[src/rtl/serial_operand_feeder_if.sv]
// Handshake bundle between a parallel operand source and the serial feeder.
// The slave side is the feeder; the master side is whoever drives it.
interface serial_operand_feeder_if #(
   parameter int WIDTH = 8
);
   logic             i_in_valid;
   logic             o_in_ready;
   logic [WIDTH-1:0] i_a;
   logic [WIDTH-1:0] i_b;
   logic             i_out_ready;
   logic             o_valid;
   logic             o_a;
   logic             o_b;
   logic             o_first;
   logic             o_last;
   logic             o_busy;

   modport slave (
      input  i_in_valid, i_a, i_b, i_out_ready,
      output o_in_ready, o_valid, o_a, o_b, o_first, o_last, o_busy
   );

   modport master (
      output i_in_valid, i_a, i_b, i_out_ready,
      input  o_in_ready, o_valid, o_a, o_b, o_first, o_last, o_busy
   );
endinterface

[src/rtl/serial_operand_feeder.sv]
// Parallel-to-serial operand feeder for the bit-serial multiplier chain.
// Emits WIDTH data beats (LSB first) followed by FLUSH pad beats per pair,
// with back-to-back streams accepted on the final beat so no bubble appears.
module serial_operand_feeder #(
   parameter int WIDTH  = 8,
   parameter int FLUSH  = WIDTH,
   parameter bit SIGNED = 1'b0
) (
   input  logic                    i_clk,
   input  logic                    i_arstn,
   serial_operand_feeder_if.slave  bus
);
   localparam int L  = WIDTH + FLUSH;
   localparam int CW = $clog2(L);
   localparam logic [CW-1:0] CNT_DATA_END = CW'(WIDTH - 1);
   localparam logic [CW-1:0] CNT_LAST     = CW'(L - 1);

   typedef enum logic [1:0] {
      S_IDLE = 2'd0,
      S_DATA = 2'd1,
      S_PAD  = 2'd2
   } state_t;

   state_t           state_q, state_d;
   logic [WIDTH-1:0] a_sr_q, a_sr_d;
   logic [WIDTH-1:0] b_sr_q, b_sr_d;
   logic [CW-1:0]    cnt_q, cnt_d;
   logic             pad_a_q, pad_a_d;
   logic             pad_b_q, pad_b_d;
   // Held low through reset so o_in_ready only rises on the first edge after release.
   logic             rdy_q;

   logic valid_c, a_c, b_c, first_c, last_c, in_ready_c;
   logic accept_c, beat_c;

   // State and datapath registers; asynchronous active-low reset.
   always_ff @(posedge i_clk or negedge i_arstn) begin
      if (!i_arstn) begin
         state_q <= S_IDLE;
         a_sr_q  <= '0;
         b_sr_q  <= '0;
         cnt_q   <= '0;
         pad_a_q <= 1'b0;
         pad_b_q <= 1'b0;
         rdy_q   <= 1'b0;
      end else begin
         state_q <= state_d;
         a_sr_q  <= a_sr_d;
         b_sr_q  <= b_sr_d;
         cnt_q   <= cnt_d;
         pad_a_q <= pad_a_d;
         pad_b_q <= pad_b_d;
         rdy_q   <= 1'b1;
      end
   end

   // Next-state logic and beat outputs; everything holds unless a beat or accept fires.
   always_comb begin
      state_d    = state_q;
      a_sr_d     = a_sr_q;
      b_sr_d     = b_sr_q;
      cnt_d      = cnt_q;
      pad_a_d    = pad_a_q;
      pad_b_d    = pad_b_q;
      valid_c    = 1'b0;
      a_c        = 1'b0;
      b_c        = 1'b0;
      first_c    = 1'b0;
      last_c     = 1'b0;
      in_ready_c = 1'b0;

      case (state_q)
         S_DATA: begin
            valid_c = 1'b1;
            a_c     = a_sr_q[0];
            b_c     = b_sr_q[0];
            first_c = (cnt_q == '0);
         end
         S_PAD: begin
            valid_c = 1'b1;
            a_c     = pad_a_q;
            b_c     = pad_b_q;
            last_c  = (cnt_q == CNT_LAST);
            // Ready is combinational on downstream ready only in the final beat.
            in_ready_c = last_c & bus.i_out_ready;
         end
         default: begin
            in_ready_c = rdy_q;
         end
      endcase

      accept_c = bus.i_in_valid & in_ready_c;
      beat_c   = valid_c & bus.i_out_ready;

      case (state_q)
         S_DATA: begin
            if (beat_c) begin
               a_sr_d = {pad_a_q, a_sr_q[WIDTH-1:1]};
               b_sr_d = {pad_b_q, b_sr_q[WIDTH-1:1]};
               cnt_d  = cnt_q + 1'b1;
               if (cnt_q == CNT_DATA_END) begin
                  state_d = S_PAD;
               end
            end
         end
         S_PAD: begin
            if (beat_c) begin
               if (last_c) begin
                  state_d = S_IDLE;
                  cnt_d   = '0;
               end else begin
                  cnt_d = cnt_q + 1'b1;
               end
            end
         end
         default: begin
         end
      endcase

      // Accept may come from IDLE or from the final pad beat (back-to-back).
      if (accept_c) begin
         a_sr_d  = bus.i_a;
         b_sr_d  = bus.i_b;
         pad_a_d = SIGNED ? bus.i_a[WIDTH-1] : 1'b0;
         pad_b_d = SIGNED ? bus.i_b[WIDTH-1] : 1'b0;
         cnt_d   = '0;
         state_d = S_DATA;
      end
   end

   assign bus.o_valid    = valid_c;
   assign bus.o_a        = a_c;
   assign bus.o_b        = b_c;
   assign bus.o_first    = first_c;
   assign bus.o_last     = last_c;
   assign bus.o_in_ready = in_ready_c;
   assign bus.o_busy     = (state_q != S_IDLE);

endmodule

[src/flat_wrapper.sv]
// flat-port wrapper written by rule: the top's interface ports become plain ports
module serial_operand_feeder_flat 
#(
   parameter int WIDTH  = 8,
   parameter int FLUSH  = WIDTH,
   parameter bit SIGNED = 1'b0
)
  (i_clk, i_arstn, bus_i_in_valid, bus_i_a, bus_i_b, bus_i_out_ready, bus_o_in_ready, bus_o_valid, bus_o_a, bus_o_b, bus_o_first, bus_o_last, bus_o_busy);
  serial_operand_feeder_if #(.WIDTH(WIDTH)) bus_i ();
  input  logic i_clk;
  input  logic i_arstn;
  input wire logic [$bits(bus_i.i_in_valid)-1:0] bus_i_in_valid;
  input wire logic [$bits(bus_i.i_a)-1:0] bus_i_a;
  input wire logic [$bits(bus_i.i_b)-1:0] bus_i_b;
  input wire logic [$bits(bus_i.i_out_ready)-1:0] bus_i_out_ready;
  output wire logic [$bits(bus_i.o_in_ready)-1:0] bus_o_in_ready;
  output wire logic [$bits(bus_i.o_valid)-1:0] bus_o_valid;
  output wire logic [$bits(bus_i.o_a)-1:0] bus_o_a;
  output wire logic [$bits(bus_i.o_b)-1:0] bus_o_b;
  output wire logic [$bits(bus_i.o_first)-1:0] bus_o_first;
  output wire logic [$bits(bus_i.o_last)-1:0] bus_o_last;
  output wire logic [$bits(bus_i.o_busy)-1:0] bus_o_busy;
  assign bus_i.i_in_valid = bus_i_in_valid;
  assign bus_i.i_a = bus_i_a;
  assign bus_i.i_b = bus_i_b;
  assign bus_i.i_out_ready = bus_i_out_ready;
  assign bus_o_in_ready = bus_i.o_in_ready;
  assign bus_o_valid = bus_i.o_valid;
  assign bus_o_a = bus_i.o_a;
  assign bus_o_b = bus_i.o_b;
  assign bus_o_first = bus_i.o_first;
  assign bus_o_last = bus_i.o_last;
  assign bus_o_busy = bus_i.o_busy;
  serial_operand_feeder #(.WIDTH(WIDTH), .FLUSH(FLUSH), .SIGNED(SIGNED)) u_core (.i_clk(i_clk), .i_arstn(i_arstn), .bus(bus_i));
endmodule
[config.mk]
export PLATFORM = sky130hd
export DESIGN_NAME = serial_operand_feeder_flat
export DESIGN_NICKNAME = d
export VERILOG_FILES = /design/src/rtl/serial_operand_feeder_if.sv /design/src/rtl/serial_operand_feeder.sv /design/src/flat_wrapper.sv
export SDC_FILE = /design/constraint.sdc
export NUM_CORES = 1
export LEC_CHECK = 0
export BUFFER_PORTS_ARGS = -buffer_cell sky130_fd_sc_hd__buf_2
export CAP_MARGIN = 20
export CORE_UTILIZATION = 58
export CTS_CLUSTER_DIAMETER = 60
export DETAILED_ROUTE_END_ITERATION = 10
export PLACE_DENSITY = 0.82
export SETUP_SLACK_MARGIN = 0.1
export SLEW_MARGIN = 10
export SYNTH_ARGS = -nofsm -noshare
export SYNTH_HDL_FRONTEND = slang
export SYNTH_SLANG_ARGS = --single-unit
[constraint.sdc]
create_clock -name i_clk -period 4.7 [get_ports i_clk]
set_input_delay 0 -clock i_clk [delete_from_list [all_inputs] [get_ports i_clk]]
set_output_delay 0 -clock i_clk [all_outputs]
set_load 0.01 [all_outputs]
==> reports/results.tsv <==
metric	value	unit
grt_max_degree	24	
syn_area_per_cell	11.99	um2
cts_resized	0	
fmax	0.3972	GHz
status	complete, no violations	
path_cells	inv_1, ha_1, nand3b_1, o21a_1, mux2_2	
critPathMaxFanout	17	
synth_edf_count	0	
grt.total_usage	22.95	%
die_area	2534	um2
synth_area_leaders	dfrtp_1 42%, mux2_2 16%, mux2_4 7.8%	
grt_pass1_vias	997	
max_slew_margin	40.86	%
cts_root_buf	clkbuf_4	
worstPathArrival	2720	ps
start_util	61.26	%
hpwlAfterDp	1735	um
clockBufferDepth	2	
critical_path_class	flip-flop to flip-flop	
placementRows	17	
tightest_slew	887.2	ps
cp_num_buf_inv	1	
synth_top_cell_by_area	dfrtp_1	
critPathLaunchType	flip-flop	
io_pins	27	
die_h	50.34	um
clock-sinks	23	
clk_pin_slew	120	ps
synth_top_flop_cell	dfrtp_1	
dp_slack	2232	ps
syn_inst	113	
mostFrequentLayoutCells	26 x buf_2, 23 x dfrtp_1, 19 x mux2_2, 17 x dlygate4sd3_1, 10 x inv_1	
critical_path_required	4900	ps
wire_per_inst	14.15	um
drive_above_1_share	38.71	%
portBuffers	26	
highest_layer	met4	
ys_seq_elements	23	
crit_slowest_cell	o21a_1	
wl_met2	1374	um
synth.distinct_cells	34	
h-tree-depth	1	
dr.pass1.iters	4	
worst_slack	2183	ps
stdcell_count	183	
p_leak	0.8459	nW
vias	997	
layout_min_cycle_time	2517	ps
ir_drop	0.3844	mV
cts_buffers	3	
powerDensity	557.6	nW/um2
hold_buffers	17	
drc	0	
syn_area	1355	um2
tritoncts	built	
fp.dieW	50.34	um
seq_area_frac_synth	42.47	%
dp.cells	162	
hold_viol_final	0	
layout_commonest_cell	buf_2	
wl_met1	1113	um
drv_cap	0	
setup_viol	0	
antenna_found_initial	0	
cp_slowest_stage_delay	740	ps
viasPerCell	5.448	
postCtsSetupRepairBufs	0	
endpoint_kind	flip-flop	
async_flop_share	100.0	%
grt-ovfl-total	0	
drv_slew	0	
area_growth	22.90	%
diodes	0	
finalNetCount	181	
setup-tns-final	0	ps
syn_nets	138	
clock_latency	300	ps
wl_met3	70	um
core_area	2212	um2
gp_congestion	0.8170	
yosys.area.top_type_share	42.47	%
grt_first_pass_wirelength	4305	um
dr.first_iter.drc_count	11	
critical_path.top_delay_family	compound AO/OA/AOI/OAI gates	
period_share	53.56	%
clock_skew	2.943	ps
ys_warn_count	0	
final_antenna_net_count	0	
rsz0062_at_grt	no	
wirelength	2590	um
worstHoldPathType	primary input to flip-flop	
## tightest hold or removal path: cells and delay by family
family                 cells  cell delay [ps]
AOI/OAI and AO/OA          1              140
buffers and inverters      1               90
and+or+nand+nor            1              120
## power by group
| part | internal, mW | leakage (nW) | switching, mW | total, mW |
|---|---|---|---|---|
| Sequential | 0.293 | 0.278 | 0.0562 | 0.350 |
| Combinational | 0.267 | 0.550 | 0.224 | 0.491 |
| Clock | 0.0318 | 0.0177 | 0.0565 | 0.0882 |
| Total | 0.592 | 0.846 | 0.336 | 0.929 |
## synth_stat cells, types with 2 or more instances
master and count:
a21oi_1 4, and2_1 2, buf_2 2, buf_6 2, dfrtp_1 23, ha_1 5, inv_1 10, mux2_1 2
mux2_2 19, mux2_4 7, mux2i_1 2, nand2_1 5, nand3_1 4, nor3_1 2, o21ai_0 5
## cells by family after synthesis
family                   synth area share, %
multiplexers                           26.69
adder cells (fa/ha/maj)                4.617
flip-flops                             42.47
AND/OR/NAND/NOR                        10.80
other                                 0.2767
AO/OA/AOI/OAI                          8.496
buffers and inverters                  6.648
## metrics by stage
stage               util, %  total power, mW  cell area, um2  hold WS [ps]
floorplan                 -           0.7459            1355        -295.6
CTS                   75.28           0.9313            1665         76.25
global placement      66.35           0.8013            1468        -5.922
finish                75.28           0.9287            1665         79.04
detailed placement    66.35           0.8333            1468        -2.360
global route          75.28           0.9982            1665         130.1
## flip-flops by register name, summed over array words and instances (netlist names)
register        flops
u_core.rdy_q        1
u_core.a_sr_q       8
u_core.b_sr_q       8
u_core.cnt_q        4
u_core.state_q      2
## worst paths after layout
check / start / endpoint / slack, ps / cells past startpoint
hold / removal: bus_i_in_valid / u_core.cnt_q[0] / 80 / 3
setup / recovery: u_core.state_q[1] / u_core.a_sr_q[0] / 2180 / 5
setup reg to reg: u_core.state_q[1] / u_core.a_sr_q[0] / 2180 / 5
max in group asynchronous: i_arstn / u_core.a_sr_q[3] / 4180 / 2
hold reg to reg: u_core.a_sr_q[7] / u_core.a_sr_q[7] / 540 / 2
min in group asynchronous: i_arstn / u_core.a_sr_q[1] / 180 / 2
## cell type report
| type | instances | area [um2] |
|---|---|---|
| multi-input cells | 75 | 689.4 |
| flip-flops and latches | 23 | 575.6 |
| fillers | 152 | 546.8 |
| repair buffers | 43 | 300.3 |
| inverters | 10 | 37.54 |
| well taps | 28 | 35.03 |
| clock buffers | 3 | 22.52 |
| clock inverters | 1 | 5.005 |
## metal layers
layer | track usage (%) | vias to the layer above
met5 | 0 | -
met4 | 8.333 | 0
met3 | 1.818 | 4
met2 | 43.33 | 22
met1 | 26.80 | 486
li1 | - | 485
(Power assumes the default switching activity.)
